--- src/rtl/imm_gen_pipe.sv ---
// Decode-stage immediate generator: classifies a RISC-V instruction, builds the
// sign-extended immediate and PC-relative target, and buffers results in a 2-entry skid.
module imm_gen_pipe #(
    parameter int XLEN = 32
) (
    input  logic            clk,
    input  logic            rst,
    input  logic            flush,
    input  logic            in_valid,
    output logic            in_ready,
    input  logic [31:0]     instruction,
    input  logic [XLEN-1:0] pc,
    output logic            out_valid,
    input  logic            out_ready,
    output logic [XLEN-1:0] immediate,
    output logic [2:0]      fmt,
    output logic            illegal,
    output logic [XLEN-1:0] target
);

    localparam logic [2:0] FMT_R   = 3'd0;
    localparam logic [2:0] FMT_I   = 3'd1;
    localparam logic [2:0] FMT_S   = 3'd2;
    localparam logic [2:0] FMT_B   = 3'd3;
    localparam logic [2:0] FMT_U   = 3'd4;
    localparam logic [2:0] FMT_J   = 3'd5;
    localparam logic [2:0] FMT_ILL = 3'd7;

    typedef struct packed {
        logic [XLEN-1:0] imm;
        logic [2:0]      fmt;
        logic            ill;
        logic [XLEN-1:0] tgt;
    } entry_t;

    logic [31:0]     dec_imm32;
    logic [2:0]      dec_fmt;
    logic            dec_ill;
    logic [XLEN-1:0] dec_imm;
    entry_t          dec_entry;

    entry_t out_q;
    entry_t skid_q;
    logic   out_valid_q;
    logic   skid_valid_q;
    logic   in_ready_q;
    logic   skid_valid_d;
    logic   accept;
    logic   consume;

    always_comb begin
        dec_imm32 = 32'd0;
        dec_fmt   = FMT_ILL;
        dec_ill   = 1'b1;
        case (instruction[6:0])
            7'b0000011, 7'b0010011, 7'b1100111, 7'b1110011: begin
                dec_imm32 = {{20{instruction[31]}}, instruction[31:20]};
                dec_fmt   = FMT_I;
                dec_ill   = 1'b0;
            end
            7'b0011011: begin
                if (XLEN == 64) begin
                    dec_imm32 = {{20{instruction[31]}}, instruction[31:20]};
                    dec_fmt   = FMT_I;
                    dec_ill   = 1'b0;
                end
            end
            7'b0100011: begin
                dec_imm32 = {{20{instruction[31]}}, instruction[31:25], instruction[11:7]};
                dec_fmt   = FMT_S;
                dec_ill   = 1'b0;
            end
            7'b1100011: begin
                dec_imm32 = {{19{instruction[31]}}, instruction[31], instruction[7],
                             instruction[30:25], instruction[11:8], 1'b0};
                dec_fmt   = FMT_B;
                dec_ill   = 1'b0;
            end
            7'b0110111, 7'b0010111: begin
                dec_imm32 = {instruction[31:12], 12'd0};
                dec_fmt   = FMT_U;
                dec_ill   = 1'b0;
            end
            7'b1101111: begin
                dec_imm32 = {{11{instruction[31]}}, instruction[31], instruction[19:12],
                             instruction[20], instruction[30:21], 1'b0};
                dec_fmt   = FMT_J;
                dec_ill   = 1'b0;
            end
            7'b0110011: begin
                dec_fmt = FMT_R;
                dec_ill = 1'b0;
            end
            7'b0111011: begin
                if (XLEN == 64) begin
                    dec_fmt = FMT_R;
                    dec_ill = 1'b0;
                end
            end
            default: ;
        endcase
    end

    // Every format sign-extends from bit 31 of the 32-bit immediate, including U on RV64.
    always_comb begin
        dec_imm       = {XLEN{dec_imm32[31]}};
        dec_imm[31:0] = dec_imm32;
    end

    always_comb begin
        dec_entry.imm = dec_imm;
        dec_entry.fmt = dec_fmt;
        dec_entry.ill = dec_ill;
        dec_entry.tgt = pc + dec_imm;
    end

    assign accept  = in_valid && in_ready_q;
    assign consume = out_valid_q && out_ready;

    always_comb begin
        skid_valid_d = skid_valid_q;
        if (flush) begin
            skid_valid_d = 1'b0;
        end else if (!out_valid_q || consume) begin
            skid_valid_d = 1'b0;
        end else if (accept) begin
            skid_valid_d = 1'b1;
        end
    end

    always_ff @(posedge clk) begin
        if (rst) begin
            out_q        <= '0;
            skid_q       <= '0;
            out_valid_q  <= 1'b0;
            skid_valid_q <= 1'b0;
            in_ready_q   <= 1'b0;
        end else if (flush) begin
            out_valid_q  <= 1'b0;
            skid_valid_q <= 1'b0;
            in_ready_q   <= 1'b1;
        end else begin
            skid_valid_q <= skid_valid_d;
            in_ready_q   <= !skid_valid_d;
            if (!out_valid_q || consume) begin
                // Skid only fills while OUT is stalled, so SKID has priority into OUT.
                if (skid_valid_q) begin
                    out_q       <= skid_q;
                    out_valid_q <= 1'b1;
                end else begin
                    out_valid_q <= accept;
                    if (accept) begin
                        out_q <= dec_entry;
                    end
                end
            end else if (accept) begin
                skid_q <= dec_entry;
            end
        end
    end

    assign in_ready  = in_ready_q;
    assign out_valid = out_valid_q;
    assign immediate = out_q.imm;
    assign fmt       = out_q.fmt;
    assign illegal   = out_q.ill;
    assign target    = out_q.tgt;

endmodule

--- config.mk ---
export PLATFORM = sky130hd
export DESIGN_NAME = imm_gen_pipe
export DESIGN_NICKNAME = d
export VERILOG_FILES = /design/src/rtl/imm_gen_pipe.sv
export SDC_FILE = /design/constraint.sdc
export NUM_CORES = 1
export LEC_CHECK = 0
export CAP_MARGIN = 5
export CORE_UTILIZATION = 35
export CTS_CLUSTER_SIZE = 8
export DETAILED_ROUTE_END_ITERATION = 10
export DONT_BUFFER_PORTS = 1
export MAX_ROUTING_LAYER = met4
export SYNTH_ARGS = -nofsm -noshare
export SYNTH_HDL_FRONTEND = slang
export SYNTH_SLANG_ARGS = --single-unit
--- constraint.sdc ---
create_clock -name clk -period 5.06 [get_ports clk]
set_clock_uncertainty 0.1 [all_clocks]
set_input_delay 0.253 -clock clk [delete_from_list [all_inputs] [get_ports clk]]
set_output_delay 0.253 -clock clk [all_outputs]
set_load 0.01 [all_outputs]
# Word-level counts from Yosys, hierarchy flattened

Index checks and enable logic that the tools add are counted.

Register bits: 139
Output and inout port bits: 70
Logic and storage cells: 46

Add/subtract/negate cells: 1
Equal/unequal tests: 10
Multiplexer cells: 10
Bitwise operators: 2
Reduce and logical (&&, ||, !) cells: 12

Operator list:

| operator           | number |
|---|---|
| $pmux 32 s5        | 1 |
| $mux 68            | 2 |
| $add 32x32->32     | 1 |
| $eq 7x7->1 const B | 4 |
| $eq 7x6->1 const B | 3 |
| $pmux 3 s6         | 1 |
| $eq 7x5->1 const B | 2 |
| $reduce_or 10->1   | 1 |
| $eq 7x2->1 const B | 1 |
| $mux 1             | 6 |
| $reduce_and 3->1   | 2 |
| $reduce_or 2->1    | 2 |
| $reduce_or 4->1    | 1 |
| $logic_and 1x1->1  | 2 |
| $logic_not 1->1    | 2 |
| $not 1->1          | 2 |
| $reduce_bool 2->1  | 1 |
| $logic_or 1x1->1   | 1 |

# Logic depth before layout (Yosys ltp)

Depth after elaboration: 6
Gate-level depth with buffers: 17
Gate-level depth less buffers: 16

# Least setup slack after synthesis

OpenSTA, ideal clock, no wires.

Path kind: in2reg
Start: input instruction[2]
End: register skid_q[26] in the netlist's numbering
Setup time: 0.120 ns
Data arrival time: 3.627 ns
Required time: 4.840 ns
Path slack: 1.213 ns
Stages on the path: 17
Path through: buf_2 > nor2_1 > nor4bb_1 > nor2b_1 > a22oi_1 > inv_1 > ha_1 > inv_1 > fa_1 > nand2b_1 > a21oi_1 > o41ai_1 > a21o_1 > a31oi_1 > nor2_1 > o211a_1 > a211o_1

RTL lines:

| item                   | RTL line | source |
|---|---|---|
| start: declaration     | 11       | `input logic [31:0] instruction,` |
| end signal: assignment | 157      | `skid_q <= dec_entry;` |
| end: declaration       | 43       | `entry_t skid_q;` |

==> impl_metrics.env <==
export IMPL_wl_per_cell_um=18.9
export IMPL_path_max_fanout=7
export IMPL_worst_pin_slew_ns=0.967
export IMPL_numCtsBuffers=17
export IMPL_worstPathRequired_ns=5.27
export IMPL_port_buffers=0
export IMPL_drt_total_wl_mm=23.9
export IMPL_power_total_mw=2.70
export IMPL_synth_xor_area_frac=0.0250
export IMPL_fin_crit_sh=0.777
export IMPL_nets=1076
export IMPL_slew_headroom=0.352
export IMPL_grt_usage=0.220
export IMPL_synthFlopType="dfxtp_1"
export IMPL_synth_simple_area_share=0.212
export IMPL_core_area_um2=21300
export IMPL_syn_inst=1012
export IMPL_syn_to_final_growth_pct=10.8
export IMPL_crit_type="in2reg"
export IMPL_syn_mean_instance_area_um2=7.62
export IMPL_critPathTopFamily="compound AO/OA/AOI/OAI gates"
export IMPL_dp_cells=1228
export IMPL_synth_compound_area_share=0.277
export IMPL_crit_path_end_kind="register"
export IMPL_synth_seq_cells=139
export IMPL_slowest_stage="nor4bb_1"
export IMPL_cpPeakStageDelay_ns=0.75
export IMPL_cp_num_buf_inv=2
export IMPL_grt_pass1_wl_mm=36.4
export IMPL_drive_above_1_share=0.0547
export IMPL_dp_hpwl_mm=16.9
export IMPL_synth_fp_nets=1113
export IMPL_ys_types=66
export IMPL_drc=0
export IMPL_rows=53
export IMPL_fp_dieW_um=150
export IMPL_final_util=0.401
export IMPL_setup_violations=0
export IMPL_ant_nets=0
export IMPL_die_y_um=150
export IMPL_power_leakage_nw=3.42
export IMPL_start_util=0.362
export IMPL_clkTransAtPathRegs_ns=0.06
export IMPL_hold_viol=0
export IMPL_p_per_area_nw_per_um2=316
export IMPL_hold_class="in2reg"
export IMPL_status="completed"
export IMPL_final_cell_mix="nand2_1 (175), dfxtp_1 (138), a21oi_1 (118)"
export IMPL_period_minus_slack_ns=3.93
export IMPL_synth_edff_count=0
export IMPL_pre_cts_ws_ns=0.743
export IMPL_cts_tree="done"
export IMPL_drv_cap=0
export IMPL_fillers=2185
export IMPL_layout_setup_ws_ns=1.13
export IMPL_antenna_found_initial=0
export IMPL_synth_top_family_by_area="compound AO/OA/AOI/OAI gates"
export IMPL_synth_adder_area_share=0.0529
export IMPL_stdcell_count=1263
export IMPL_cts_max_level=4
export IMPL_clock_fmax_ghz=0.254
export IMPL_grt_overflow=0
export IMPL_final_max_slew_violation_count=0
export IMPL_crit_path_cell_trace="nor2_1 -> nor4bb_1 -> nor2b_1 -> a22oi_1 -> inv_1 -> ha_1 -> inv_1 -> fa_1 -> nand2b_1 -> a21oi_1 -> o41ai_1 -> a21o_1 -> a31oi_1 -> nor2_1 -> o211a_1 -> a211o_1"
export IMPL_crit_path_start_kind="primary input"
export IMPL_finalSetupTns_ns=0
export IMPL_vias=6906
export IMPL_clock_latency_ns=0.42
export IMPL_seq_area_frac_synth=0.361
export IMPL_critPathArrivalTime_ns=4.14
export IMPL_async_flop_share=0
export IMPL_die_area_um2=22600
export IMPL_place_congestion=0.885
export IMPL_dr_first_iter_drc_count=441
export IMPL_numClockSinks=139
export IMPL_drt_vias_per_instance=5.47
export IMPL_rsz0062_at_grt="false"
export IMPL_ir_drop_mv=0.155
export IMPL_layout_commonest_cell="nand2_1"
export IMPL_root_buffer="clkbuf_16"
export IMPL_io_pins=139
export IMPL_grt_max_degree=116
export IMPL_syn_cell_area_um2=7710
export IMPL_grt_pass1_vias=6360
export IMPL_drtPass1Iterations=5
export IMPL_synth_mux_area_frac=0.0234
export IMPL_yosysWarnings=0
export IMPL_ctsLongestPathBuffers=2
export IMPL_postCtsSetupBuffers=0
==> worst min-delay path: stages <==
cell and delay (ns):
nor3_1 0.03, a31oi_1 0.11, o21ai_0 0.08
==> power by group <==
part / internal (mW) / leakage [nW] / switching [mW]
logic: 0.0804 / 2.00 / 0.144
clock network: 0.850 / 0.296 / 0.486
registers: 1.12 / 1.13 / 0.0239
==> synth_stat cells (6+ instances only) <==
| cell type | number | area [um^2] |
|---|---|---|
| a211oi_1 | 36 | 270 |
| a21o_1 | 30 | 225 |
| a21oi_1 | 118 | 591 |
| a311oi_1 | 6 | 52.6 |
| a31oi_1 | 16 | 100 |
| and2_1 | 13 | 81.3 |
| and3_1 | 7 | 43.8 |
| buf_1 | 10 | 37.5 |
| clkbuf_1 | 53 | 199 |
| dfxtp_1 | 139 | 2780 |
| ha_1 | 31 | 388 |
| inv_1 | 27 | 101 |
| mux2i_1 | 18 | 180 |
| nand2_1 | 175 | 657 |
| nand2b_1 | 16 | 100 |
| nand3_1 | 14 | 70.1 |
| nor2_1 | 87 | 327 |
| nor2b_1 | 7 | 43.8 |
| nor3_1 | 30 | 150 |
| o211ai_1 | 16 | 120 |
| o21ai_0 | 57 | 285 |
| o21bai_1 | 7 | 52.6 |
| or3_1 | 7 | 43.8 |
| xnor2_1 | 14 | 123 |
| xor2_1 | 8 | 70.1 |
==> through the flow <==
step                instance area [um^2]  hold WS, ns
floorplan                           7710        0.231
global placement                    7860        0.231
detailed placement                  7860        0.233
CTS                                 8540     0.000281
global route                        8540      0.00511
finish                              8540      0.00432
==> per-layer routing <==
| metal | GRT usage | wire length [um] | up-vias | share of wire |
|---|---|---|---|---|
| li1 | - | - | 3517 | - |
| met3 | 0.0518 | 1410 | 43 | 0.059 |
| met2 | 0.343 | 11100 | 181 | 0.47 |
| met5 | - | 0 | - | 0 |
| met4 | 0.0899 | 654 | 0 | 0.027 |
| met1 | 0.271 | 10700 | 3165 | 0.45 |
==> logic make-up after synthesis <==
| group | Yosys count |
|---|---|
| AND/OR/NAND/NOR | 372 |
| AO/OA/AOI/OAI | 333 |
| flip-flops | 139 |
| buffers and inverters | 96 |
| adder cells (fa/ha/maj) | 32 |
| XOR/XNOR | 22 |
| multiplexers | 18 |
==> repair_timing <==
item | CTS | global route
hold buffers | 3 | 0
hold endpoints to repair | 115 | 0
gates resized for setup | 0 | 0
==> area by class of cell <==
| cell class | count | area, um^2 | share of cell area |
|---|---|---|---|
| Sequential cell | 139 | 2780 | 0.326 |
| Inverter | 28 | 105 | 0.0123 |
| Timing Repair Buffer | 12 | 115 | 0.0135 |
| Multi-Input combinational cell | 777 | 4560 | 0.534 |
| Clock inverter | 10 | 165 | 0.0193 |
| Antenna cell | 1 | 2.50 | 0.000293 |
| Tap cell | 275 | 344 | 0.0403 |
| Clock buffer | 21 | 460 | 0.0539 |
==> path summary, 6_finish.rpt <==
kind	cells past startpoint	to	slack [ns]	startpoint
worst max-delay path	16	skid_q[26]	1.13	instruction[3]
worst min-delay path	3	target[23]	0.004	rst
worst max register to register	5	skid_q[40]	2.52	out_valid
worst min register to register	2	skid_q[5]	0.35	skid_q[5]
==> flip-flops by register name, indices dropped and copies added (netlist names) <==
signal,count
illegal,1
out_valid,1
skid_valid_q,1
immediate,32
in_ready,1
fmt,3
skid_q,68
target,32
Power figures use the tool's default switching activity.
